--- config.mk ---
export PLATFORM = sky130hd
export DESIGN_NAME = if_id_queue
export DESIGN_NICKNAME = d
export VERILOG_FILES = /design/src/rtl/if_id_queue.sv
export SDC_FILE = /design/constraint.sdc
export NUM_CORES = 1
export LEC_CHECK = 0
export BUFFER_PORTS_ARGS = -buffer_cell sky130_fd_sc_hd__buf_4
export CAP_MARGIN = 20
export CORE_ASPECT_RATIO = 1.25
export CORE_MARGIN = 5
export CORE_UTILIZATION = 62
export CTS_CLUSTER_SIZE = 16
export DETAILED_ROUTE_END_ITERATION = 12
export GPL_TIMING_DRIVEN = 0
export PLACE_DENSITY = 0.87
export SLEW_MARGIN = 20
export SYNTH_ARGS = -nofsm -noshare
export SYNTH_HDL_FRONTEND = slang
export SYNTH_SLANG_ARGS = --single-unit
--- constraint.sdc ---
create_clock -name clock -period 5.22 [get_ports clock]
set_clock_uncertainty 0.1 [all_clocks]
set_input_delay 0.522 -clock clock [delete_from_list [all_inputs] [get_ports clock]]
set_output_delay 0.522 -clock clock [all_outputs]
set_load 0.03 [all_outputs]
--- src/rtl/if_id_queue.sv ---
// Two-entry fetch-to-decode queue that pairs fetch slots with in-order bus read data.
// Optional idle-cycle counter: define IF_ID_BUBBLE_CNT_EN to add the bubble_cnt output.
module if_id_queue (
  input  logic        clock,
  input  logic        reset,
  input  logic        if_valid,
  input  logic [31:0] if_pc,
  input  logic        if_exr_valid,
  input  logic [5:0]  if_exr_type,
  output logic        if_ready,
  input  logic        ibus_rvalid,
  input  logic [31:0] ibus_rdata,
  input  logic        flush,
  output logic        id_valid,
  input  logic        id_ready,
  output logic [31:0] id_pc,
  output logic [31:0] id_inst,
  output logic        id_exr_valid,
  output logic [5:0]  id_exr_type
`ifdef IF_ID_BUBBLE_CNT_EN
  ,
  output logic [31:0] bubble_cnt
`endif
);

  logic [31:0] pc_q [2];
  logic [31:0] pc_d [2];
  logic [31:0] inst_q [2];
  logic [31:0] inst_d [2];
  logic [5:0]  exr_type_q [2];
  logic [5:0]  exr_type_d [2];
  logic [1:0]  exr_valid_q, exr_valid_d;
  logic [1:0]  done_q, done_d;
  logic        head_q, head_d;
  logic [1:0]  count_q, count_d;
  logic [1:0]  discard_q, discard_d;

  logic        second;
  logic        tail;
  logic        wait0, wait1;
  logic        push, pop;
  logic [2:0]  disc_sum;

  assign second = ~head_q;
  assign tail   = head_q ^ count_q[0];

  // Entries still owed a bus read, in queue order.
  assign wait0 = (count_q != 2'd0) && !exr_valid_q[head_q] && !done_q[head_q];
  assign wait1 = (count_q == 2'd2) && !exr_valid_q[second] && !done_q[second];

  assign if_ready     = (count_q != 2'd2);
  assign id_valid     = (count_q != 2'd0) && (exr_valid_q[head_q] || done_q[head_q]);
  assign id_pc        = pc_q[head_q];
  assign id_inst      = inst_q[head_q];
  assign id_exr_valid = exr_valid_q[head_q];
  assign id_exr_type  = exr_type_q[head_q];

  assign push = if_valid && if_ready && !flush;
  assign pop  = id_valid && id_ready && !flush;

  always_comb begin
    pc_d        = pc_q;
    inst_d      = inst_q;
    exr_type_d  = exr_type_q;
    exr_valid_d = exr_valid_q;
    done_d      = done_q;
    head_d      = head_q;
    count_d     = count_q;
    discard_d   = discard_q;
    disc_sum    = 3'd0;

    if (flush) begin
      count_d  = 2'd0;
      disc_sum = {1'b0, discard_q} + {2'b00, wait0} + {2'b00, wait1};
      // A return in the flush cycle retires one owed read; it is never delivered.
      if (ibus_rvalid && (disc_sum != 3'd0)) begin
        disc_sum = disc_sum - 3'd1;
      end
      discard_d = (disc_sum > 3'd2) ? 2'd2 : disc_sum[1:0];
    end else begin
      if (ibus_rvalid) begin
        if (discard_q != 2'd0) begin
          discard_d = discard_q - 2'd1;
        end else if (wait0) begin
          inst_d[head_q] = ibus_rdata;
          done_d[head_q] = 1'b1;
        end else if (wait1) begin
          inst_d[second] = ibus_rdata;
          done_d[second] = 1'b1;
        end
      end

      if (pop) begin
        head_d = ~head_q;
      end

      // Push needs a free slot, so it never collides with a data write to the second entry.
      if (push) begin
        pc_d[tail]        = if_pc;
        exr_valid_d[tail] = if_exr_valid;
        exr_type_d[tail]  = if_exr_type;
        done_d[tail]      = 1'b0;
        inst_d[tail]      = 32'h0;
      end

      count_d = count_q + {1'b0, push} - {1'b0, pop};
    end
  end

  always_ff @(posedge clock or negedge reset) begin
    if (!reset) begin
      pc_q        <= '{default: '0};
      inst_q      <= '{default: '0};
      exr_type_q  <= '{default: '0};
      exr_valid_q <= 2'b00;
      done_q      <= 2'b00;
      head_q      <= 1'b0;
      count_q     <= 2'd0;
      discard_q   <= 2'd0;
    end else begin
      pc_q        <= pc_d;
      inst_q      <= inst_d;
      exr_type_q  <= exr_type_d;
      exr_valid_q <= exr_valid_d;
      done_q      <= done_d;
      head_q      <= head_d;
      count_q     <= count_d;
      discard_q   <= discard_d;
    end
  end

`ifdef IF_ID_BUBBLE_CNT_EN
  always_ff @(posedge clock or negedge reset) begin
    if (!reset) begin
      bubble_cnt <= 32'd0;
    end else if (!id_valid) begin
      bubble_cnt <= bubble_cnt + 32'd1;
    end
  end
`endif

endmodule

==> metrics.md <==
| Metric | Value |
|---|---|
| Outcome | `finished clean` |
| Post-synth top area share | `0.421` |
| WS Path Type | `register to output pin` |
| Slew headroom | `0.336` |
| Gate Count Post-Synth | `895` |
| Seq/Total Area, Yosys | `0.421` |
| CORE AREA | `13900 µm²` |
| Post-synth top cells | `nand2_1 (218), dfrtp_1 (149), mux2_2 (82), o22a_1 (60), mux2i_1 (37)` |
| Reg2reg setup slack | `1770 ps` |
| Antenna violations before repair | `0` |
| Synth area leader | `dfrtp_1` |
| DP Cell Count | `1220` |
| Top area cells in the synthesized netlist | `dfrtp_1 (42%), mux2_2 (10%), nand2_1 (9.2%), o22a_1 (5.9%), a221oi_2 (4.8%)` |
| DRT Pass-1 Iters | `7` |
| DR vias | `7961` |
| Post-cts sizing count | `0` |
| WL final | `25500 µm` |
| DRC Markers | `0` |
| Die Span Y | `144 µm` |
| Syn nets | `980` |
| Peak VDD IR | `0.000488 V` |
| CTS max path bufs | `2` |
| Wire length on met2 | `12800 µm` |
| # port buffers | `149` |
| Area of the multi-input gates | `4690 µm²` |
| ANT nets after route | `0` |
| Hold path endpoint | `pc_q[23]$_DFFE_PN0P_` |
| Area growth from synthesis to layout | `22.2%` |
| Syn Area/Cell | `9.89 µm²` |
| Post-synth EDFFs | `0` |
| NumNets Final | `1150` |
| Fmax | `265 MHz` |
| Critical Path End Type | `output pin` |
| Setup TNS | `0 ps` |
| CTS tree | `built` |
| Max-slew violation count | `0` |
| Post-synth ARST share | `1.00` |
| # setup viols final | `0` |
| Initial Util | `0.635` |
| Share of cells above drive strength 1 | `0.313` |
| Postcts setup bufs | `0` |
| Actual slew at the worst max-slew pin | `995 ps` |
| Post-Layout Cell Count | `1253` |
| FF/Latch Area | `3730 µm²` |
| Max-Cap Viols | `0` |
| Hold buffer count at CTS | `1` |
| Vias per Instance | `6.35` |
| RSZ-0062 raised after global routing | `false` |
| DRT met1 WL | `9600 µm` |
| Largest net degree at the start of global routing | `97` |
| Yosys reg bits | `149` |
| LEAKAGE | `5.11 nW` |
| Count leader, synth | `nand2_1` |
| Total GRT Usage | `0.308` |
| RR Endpoint | `discard_q[0]$_DFFE_PN0P_` |
| # diodes | `0` |
| I/O pin total | `150` |
| R2r worst-path depth | `16` |
| Total grt overflow | `0` |
| CTS root buffer | `clkbuf_16` |
| Wire per inst | `20.3 µm` |
| Min Clock Period, post-route | `3770 ps` |
| Fill cells | `960` |
| CP required | `4600 ps` |
| Vias in the first global route | `8120` |
| Core Rows | `48` |
| Final worst-path cycle share | `0.722` |
| Top Metal Used | `met4` |
| Die area | `16800 µm²` |
| Hpwl dp | `17200 µm` |
| Hold Crit Start | `if_pc[23]` |
| Clock tree sinks | `149` |
| Initial DRC Count | `556` |
| Reg-to-reg critical path startpoint | `count_q[0]$_DFF_PN0_` |
| Worst Hold Class | `primary input to register` |
| Top_reg_cell synth | `dfrtp_1` |
| Clk slew on worst S/H paths | `70 ps` |
| WL met3 | `2210 µm` |
| Util after Layout | `0.776` |
| Die X | `117 µm` |
| Critical path fanouts, max | `10` |
| GPL Wtd Cong | `0.886` |
| CTS buffer count | `17` |
| P per Cell Area | `671 nW/µm²` |
| First-pass GRT wire length | `40600 µm` |
| Hold Path Cell Cnt | `3` |
| WP data arrival | `3150 ps` |
| Synth cell types | `50` |
| Fin. Hold Viols | `0` |
| Synthesized area | `8850 µm²` |
| Setup crit start kind | `register` |
| H-tree Lvls | `4` |
| Synth Warn # | `0` |
| Clock latency on the worst-skew pair | `430 ps` |
-- flip-flops by register name, indices dropped and copies added (netlist names) --
name	count
inst_q	64
pc_q	64
exr_type_q	12
count_q	2
discard_q	2
done_q	2
exr_valid_q	2
head_q	1
-- logic make-up (layout without fill, tap and decap cells) --
group           Yosys count  after routing  synth area share
simple gates            322            322             0.166
compound gates          204            204             0.201
flops                   149            149             0.421
mux                     119            119             0.146
buf+inv                  88            271            0.0484
fa+ha+maj                 8              8            0.0122
xor+xnor                  5              5           0.00495
-- layout make-up --
class                           count  area share
Buffer                             76      0.0350
Clock buffer                       18      0.0406
Clock inverter                     14      0.0128
Inverter                           12     0.00463
Multi-Input combinational cell    658       0.434
Sequential cell                   149       0.345
Tap cell                          175      0.0203
Timing Repair Buffer              151       0.108
-- stage by stage --
step	setup WS (ps)	power [W]	hold slack [ps]	cell area, µm²
final	1450	0.00725	182	10800
after floorplan	2170	0.00476	126	8850
after global placement	1900	0.00587	351	10200
after CTS	1530	0.00724	179	10800
after global routing	1320	0.00764	167	10800
after detailed placement	1820	0.00598	357	10200
-- how the worst max path moves through the flow --
stage / from / endpoint / slack, ps / depth (start not counted)
after floorplan: count_q[0]$_DFF_PN0_ / discard_q[0]$_DFFE_PN0P_ / 2170 / 16
after global placement: count_q[0]$_DFF_PN0_ / discard_q[0]$_DFFE_PN0P_ / 1900 / 16
after detailed placement: count_q[0]$_DFF_PN0_ / discard_q[0]$_DFFE_PN0P_ / 1820 / 16
after CTS: head_q$_DFFE_PN0P_ / id_inst[24] / 1530 / 8
after global routing: head_q$_DFFE_PN0P_ / id_inst[24] / 1320 / 8
final: head_q$_DFFE_PN0P_ / id_inst[21] / 1450 / 8
-- routing by layer --
layer  vias up  track usage
li1       3594            -
met1      3861        0.372
met2       419        0.522
met3        87       0.0771
met4         0        0.127
met5         -            0
-- where the power goes --
group          switching (W)  total [W]  internal [W]
Sequential          0.000371    0.00204       0.00167
Clock               0.000535    0.00122      0.000681
Combinational        0.00234    0.00400       0.00166
-- critical path: stages, from the launching register on --
cell and delay (ps):
dfrtp_1 390, buf_2 250, buf_2 250, buf_1 510, buf_2 400, clkbuf_1 490
nand2_1 110, nand2_1 130, buf_4 170
-- placed cells by master, fill, tap and decap left out, types with 4 or more instances in the layout --
cell,count
ha_1,7
buf_2,29
o22a_1,60
o21ai_0,4
nand4_1,7
nand3_1,7
inv_1,11
buf_6,5
clkbuf_16,17
inv_6,5
buf_4,150
o32ai_1,4
mux2i_1,37
a221oi_2,28
nor2_1,8
nand2b_1,33
a21oi_1,31
mux2_2,82
nand2_1,218
a211oi_1,31
nor2b_1,33
a311oi_1,30
clkbuf_1,31
buf_1,8
dfrtp_1,149
Note: power is estimated with default switching activity, not from simulation.
